--- config.mk ---
export PLATFORM = sky130hd
export DESIGN_NAME = pcap_framer
export DESIGN_NICKNAME = d
export VERILOG_FILES = /design/src/rtl/pcap_framer.sv
export SDC_FILE = /design/constraint.sdc
export NUM_CORES = 1
export LEC_CHECK = 0
export CORE_ASPECT_RATIO = 1.4
export CORE_MARGIN = 1.5
export CORE_UTILIZATION = 40
export CTS_BUF_LIST = sky130_fd_sc_hd__clkbuf_8
export CTS_CLUSTER_SIZE = 10
export DETAILED_ROUTE_END_ITERATION = 10
export HOLD_SLACK_MARGIN = 0.06
export SLEW_MARGIN = 20
export SYNTH_ARGS = -nofsm -noshare
export SYNTH_HDL_FRONTEND = slang
export SYNTH_SLANG_ARGS = --single-unit
--- constraint.sdc ---
create_clock -name clk -period 11.3 [get_ports clk]
set_clock_uncertainty 0.05 [all_clocks]
set_input_delay 2.26 -clock clk [delete_from_list [all_inputs] [get_ports clk]]
set_output_delay 2.26 -clock clk [all_outputs]
set_load 0.05 [all_outputs]
--- src/rtl/pcap_framer.sv ---
// pcap record framer: drains the packet word FIFO and emits header + truncated payload on a valid/ready stream.
// Optional PCAP_GLOBAL_HDR_EN emits the 6-word pcap global header before the first record after reset.
module pcap_framer #(
    parameter int                 LEN_W   = 16,
    parameter logic [LEN_W-1:0]   SNAPLEN = 16'd1514
) (
    input  logic             clk,
    input  logic             reset,
    input  logic             pkt_start,
    input  logic [LEN_W-1:0] pkt_len,
    input  logic [31:0]      ts_sec,
    input  logic [31:0]      ts_usec,
    input  logic [31:0]      fifo_q,
    input  logic             fifo_empty,
    output logic             fifo_rdreq,
    output logic [31:0]      st_data,
    output logic             st_valid,
    input  logic             st_ready,
    output logic             st_sop,
    output logic             st_eop,
    output logic             busy,
    output logic             done
);
    typedef enum logic [2:0] {
        IDLE,
`ifdef PCAP_GLOBAL_HDR_EN
        GHDR,
`endif
        HDR, PAY, DRAIN, DONE
    } state_t;

    state_t           state, state_nxt;
    logic [2:0]       idx;
    logic [31:0]      sec_r, usec_r, incl_r, orig_r;
    logic [LEN_W-1:0] pop_left, out_left, drain_left;
    logic             rd_pend, hold_vld;
    logic [31:0]      hold_data;
`ifdef PCAP_GLOBAL_HDR_EN
    logic             ghdr_seen;
`endif

    logic [LEN_W-1:0] incl_len, pay_words, fifo_words;
    logic [LEN_W:0]   pay_sum, fifo_sum;
    logic             xfer, hdr_last, pay_load, out_other, slot_ok;
    logic             rdreq_pay, rdreq_drain;

    assign incl_len   = (pkt_len > SNAPLEN) ? SNAPLEN : pkt_len;
    assign pay_sum    = (LEN_W+1)'(incl_len) + (LEN_W+1)'(3);
    assign fifo_sum   = (LEN_W+1)'(pkt_len) + (LEN_W+1)'(3);
    assign pay_words  = LEN_W'(pay_sum >> 2);
    assign fifo_words = LEN_W'(fifo_sum >> 2);

    assign xfer     = st_valid && st_ready;
    assign hdr_last = (state == HDR) && (idx == 3'd3) && xfer;
    assign pay_load = ((state == PAY) && (!st_valid || xfer)) || (hdr_last && out_left != '0);

    // Two payload slots (output register + hold); in-flight reads count against them.
    assign out_other   = (state == PAY) ? (st_valid && !xfer) : !hdr_last;
    assign slot_ok     = !(hold_vld && rd_pend) && !((hold_vld || rd_pend) && out_other);
    assign rdreq_pay   = ((state == HDR) || (state == PAY)) && !fifo_empty && (pop_left != '0) && slot_ok;
    assign rdreq_drain = (state == DRAIN) && !fifo_empty && (drain_left != '0);

    function automatic logic [31:0] hdr_word(input logic [2:0] i);
        case (i)
            3'd0:    hdr_word = sec_r;
            3'd1:    hdr_word = usec_r;
            3'd2:    hdr_word = incl_r;
            default: hdr_word = orig_r;
        endcase
    endfunction

`ifdef PCAP_GLOBAL_HDR_EN
    function automatic logic [31:0] ghdr_word(input logic [2:0] i);
        case (i)
            3'd0:    ghdr_word = 32'hA1B2C3D4;
            3'd1:    ghdr_word = 32'h00040002;
            3'd4:    ghdr_word = 32'(SNAPLEN);
            3'd5:    ghdr_word = 32'd1;
            default: ghdr_word = 32'd0;
        endcase
    endfunction
`endif

    always_ff @(posedge clk) begin
        if (!reset) state <= IDLE;
        else        state <= state_nxt;
    end

    always_comb begin
        state_nxt = state;
        case (state)
            IDLE: if (pkt_start) begin
`ifdef PCAP_GLOBAL_HDR_EN
                state_nxt = ghdr_seen ? HDR : GHDR;
`else
                state_nxt = HDR;
`endif
            end
`ifdef PCAP_GLOBAL_HDR_EN
            GHDR:  if (xfer && idx == 3'd5) state_nxt = HDR;
`endif
            HDR:   if (hdr_last) state_nxt = (out_left != '0) ? PAY : DRAIN;
            PAY:   if (xfer && st_eop) state_nxt = DRAIN;
            DRAIN: if (drain_left == '0 || (drain_left == LEN_W'(1) && rdreq_drain)) state_nxt = DONE;
            DONE:  state_nxt = IDLE;
            default: state_nxt = IDLE;
        endcase
    end

    always_comb begin
        busy       = (state != IDLE) && (state != DONE);
        done       = (state == DONE);
        fifo_rdreq = rdreq_pay || rdreq_drain;
    end

    always_ff @(posedge clk) begin
        if (!reset) begin
            idx <= '0; sec_r <= '0; usec_r <= '0; incl_r <= '0; orig_r <= '0;
            pop_left <= '0; out_left <= '0; drain_left <= '0;
            rd_pend <= 1'b0; hold_vld <= 1'b0; hold_data <= '0;
            st_data <= '0; st_valid <= 1'b0; st_sop <= 1'b0; st_eop <= 1'b0;
`ifdef PCAP_GLOBAL_HDR_EN
            ghdr_seen <= 1'b0;
`endif
        end else begin
            rd_pend <= rdreq_pay;
            if (rdreq_pay)   pop_left   <= pop_left - LEN_W'(1);
            if (rdreq_drain) drain_left <= drain_left - LEN_W'(1);

            if (pay_load && hold_vld) begin
                hold_vld  <= rd_pend;
                hold_data <= fifo_q;
            end else if (!pay_load && rd_pend) begin
                hold_vld  <= 1'b1;
                hold_data <= fifo_q;
            end

            case (state)
                IDLE: if (pkt_start) begin
                    sec_r      <= ts_sec;
                    usec_r     <= ts_usec;
                    incl_r     <= 32'(incl_len);
                    orig_r     <= 32'(pkt_len);
                    pop_left   <= pay_words;
                    out_left   <= pay_words;
                    drain_left <= fifo_words - pay_words;
                    idx        <= '0;
                    st_valid   <= 1'b1;
                    st_sop     <= 1'b1;
                    st_eop     <= 1'b0;
`ifdef PCAP_GLOBAL_HDR_EN
                    ghdr_seen  <= 1'b1;
                    st_data    <= ghdr_seen ? ts_sec : 32'hA1B2C3D4;
`else
                    st_data    <= ts_sec;
`endif
                end
`ifdef PCAP_GLOBAL_HDR_EN
                GHDR: if (xfer) begin
                    idx     <= (idx == 3'd5) ? 3'd0 : 3'(idx + 3'd1);
                    st_data <= (idx == 3'd5) ? sec_r : ghdr_word(3'(idx + 3'd1));
                    st_sop  <= (idx == 3'd5);
                    st_eop  <= (idx == 3'd4);
                end
`endif
                HDR: if (xfer && idx != 3'd3) begin
                    idx     <= 3'(idx + 3'd1);
                    st_data <= hdr_word(3'(idx + 3'd1));
                    st_sop  <= 1'b0;
                    st_eop  <= (idx == 3'd2) && (out_left == '0);
                end
                default: ;
            endcase

            // Payload loads prefer the hold register so words leave in arrival order.
            if (pay_load) begin
                if (hold_vld || rd_pend) begin
                    st_valid <= 1'b1;
                    st_data  <= hold_vld ? hold_data : fifo_q;
                    st_sop   <= 1'b0;
                    st_eop   <= (out_left == LEN_W'(1));
                    out_left <= out_left - LEN_W'(1);
                end else begin
                    st_valid <= 1'b0;
                    st_sop   <= 1'b0;
                    st_eop   <= 1'b0;
                end
            end else if (xfer && st_eop && state == HDR) begin
                st_valid <= 1'b0;
                st_eop   <= 1'b0;
            end
        end
    end
endmodule
==> summary.txt <==
Top-area cell type share of the netlist area: 0.404
Synth area leader: dfxtp_1
Clk pin slew, worst setup/hold paths: 60 ps
Root Driver: clkbuf_8
Avg Cell Area, Syn: 8.01 um^2
Routed WL: 33500 um
Pwr Density: 205 mW/mm^2
Rows: 71
Gr ovfl total: 0
Worst min path class: reg -> reg
Status: complete, no violations
FF+latch count, synth: 219
Leak: 4.95 nW
DRC marker count from the first detailed-route iteration: 497
# clock sinks: 219
Critical path's most frequent cell: clkdlybuf4s50_1
Top Ports: 155
H-tree depth: 2
Async S/R FF share, synth: 0
Max incr delay on CP: 810 ps
CP max stage cell: clkdlybuf4s50_1
Slew HR: 0.303
Slew at the pin with the worst max-slew slack: 1040 ps
Post-CTS sizing: 0
Placer congestion estimate: 0.889
RSZ-0062 raised after global routing: false
Synth Area in XOR/XNOR: 0.0412
Vias in the first global route: 9753
Area growth, synth to finish: 22.8%
First-pass iteration count of the detailed router: 5
Post-route clock period utilization: 0.647
Crit path time final: 7310 ps
# setup viols final: 0
Syn Inst Count: 1354
Place WS: 4060 ps
Later-pin clock latency in the skew report: 560 ps
Post-route ant nets: 0
Startpoint types: input pin
TritonCTS clock tree: yes
Count of input and output buffers: 154
Prevailing post-synth register cell: dfxtp_1
Final core occ: 0.498
Switch share: 0.393
Via count: 10100
Internal power: 0.00165 W
Main combinational cell family by area after synthesis: simple AND/OR/NAND/NOR gates
Die Ht: 198 um
Hold buffers post-CTS: 0
Largest net degree at the start of global routing: 98
Peak VDD IR: 0.104 mV
Switch Pwr: 0.00107 W
Area share of and/or/nand/nor cells after synthesis: 0.219
Vias/cell: 5.45
Worst path cell trace: clkdlybuf4s50_1 > a2111oi_0 > o21ai_1 > nor2_1 > inv_1 > nand2_1 > clkdlybuf4s50_1
Netlist cell types: 71
Die area: 0.0281 mm^2
HPWL Detailed: 23300 um
Hold Vio Cnt, Final: 0
Setup TNS: 0 ps
Clock network power share: 0.253
Adder-cell area share of the yosys netlist: 0.0330
WP data required: 8990 ps
Sequential fraction of design power: 0.379
Max cap viols: 0
Final Power: 0.00273 W
Routed length per placed instance: 18.1 um
Max Clk Rate: 0.137 GHz
Synth area leaders: dfxtp_1, nand2_1, a21oi_1
Postcts setup bufs: 0
Area of the core: 0.0267 mm^2
Gr usage total: 0.239
First-pass GRT wire length: 52300 um
Die width: 142 um
Post-route setup slack: 3990 ps
Combinational share of power: 0.368
Sequential cell area fraction in the yosys report: 0.404
Mux cell area share after synthesis: 0.0481
# diodes: 0
CTS buffer count: 36
Share of cells above drive strength 1: 0.0556
# DRC: 0
Kind of critical path: in -> out
Pins Over Slew Limit: 0
Crit path DAT: 5000 ps
Worst Path Max Fanout: 15
Starting Density: 0.406
Synth warn: 0
CTS Buffer Depth: 3
Critical Path End Type: output pin
Compound-Gate Fraction of Synth Area: 0.214
Final-stage net count: 1617
Post-synth EDFFs: 0
Initial antenna violation count: 1
Synth Cell Area: 0.0108 mm^2
worst max-delay path: cells and delay by family:
kind / cells / cell delay [ps]
compound gates: 2 / 510
simple gates: 2 / 820
buf+inv: 3 / 1410
layout make-up:
cell class / instances / area, um^2
Fill cell: 2680 / 13400
Multi-Input combinational cell: 1029 / 6080
Sequential cell: 219 / 4390
Timing Repair Buffer: 167 / 1640
Clock buffer: 40 / 551
Tap cell: 365 / 457
Clock inverter: 18 / 133
Inverter: 19 / 76.3
cells by family (layout without fill, tap and decap cells):
family          Yosys count  count (layout)
other cells               1               6
simple gates            519             519
flops                   219             219
mux                      52              52
buf+inv                 111             244
fa+ha+maj                28              28
compound gates          373             373
xor+xnor                 51              51
cells in the final DEF, fill, tap and decap left out, drive strengths merged, types with 6 or more instances in the layout:
cell           instances
a211oi                54
a21oi                143
a22oi                 33
a311oi                16
a31oi                 21
and2                   6
and3                   9
buf                   13
clkbuf                40
clkdlybuf4s50        154
conb                   6
dfxtp                219
ha                    27
inv                   29
mux2i                 51
nand2                247
nand2b                 6
nand3                 23
nand4                  6
nor2                 108
nor2b                 23
nor3                  25
nor4                  17
o21ai                 60
o22ai                  8
or2                   10
or3                    7
or4                   13
xnor2                 26
xor2                  25
synth_stat cells, drive strengths merged (17+ instances only):
| cell type | instances |
|---|---|
| nand2 | 247 |
| inv | 19 |
| a211oi | 54 |
| mux2i | 51 |
| nand3 | 23 |
| dfxtp | 219 |
| ha | 27 |
| clkbuf | 80 |
| a22oi | 33 |
| xor2 | 25 |
| o21ai | 60 |
| nor4 | 17 |
| a21oi | 143 |
| nor3 | 25 |
| nor2 | 108 |
| a31oi | 21 |
| nor2b | 23 |
| xnor2 | 26 |
through the flow:
stage / hold slack [ps] / area (um^2) / instances
after CTS: 405 / 13300 / 1857
after detailed placement: 396 / 12600 / 1799
after floorplan: 382 / 10900 / 1359
after global placement: 392 / 12600 / 1799
after global routing: 418 / 13300 / 1857
final: 403 / 13300 / 1857
layer usage:
layer	share of wire	GRT usage	up-vias
met3	0.060	0.0568	85
met4	0.055	0.137	2
met1	0.38	0.264	4695
met5	0.00033	0	-
met2	0.50	0.416	279
li1	-	-	5061
state kept, by name, indices dropped and copies added, names as in the netlist, 3 cells and up:
| register | flops |
|---|---|
| pop_left | 16 |
| incl_r | 16 |
| out_left | 16 |
| drain_left | 16 |
| sec_r | 32 |
| state | 3 |
| st_data | 32 |
| idx | 3 |
| orig_r | 16 |
| usec_r | 32 |
| hold_data | 32 |
power groups by stage:
stage	logic (W)	clock network [W]	registers (W)
after floorplan	0.000623	0	0.00111
after global placement	0.000997	0	0.00104
after detailed placement	0.00100	0	0.00105
after CTS	0.00101	0.000708	0.00103
after global routing	0.00110	0.000739	0.00105
final	0.00100	0.000689	0.00103
final timing paths:
kind,startpoint,endpoint,slack [ps],cells past startpoint
min reg2reg,usec_r[21],usec_r[21],400,2
max reg2reg,idx[0],st_data[19],8110,8
max,fifo_empty,fifo_rdreq,3990,7
min,usec_r[21],usec_r[21],400,2
(Power assumes the default switching activity.)
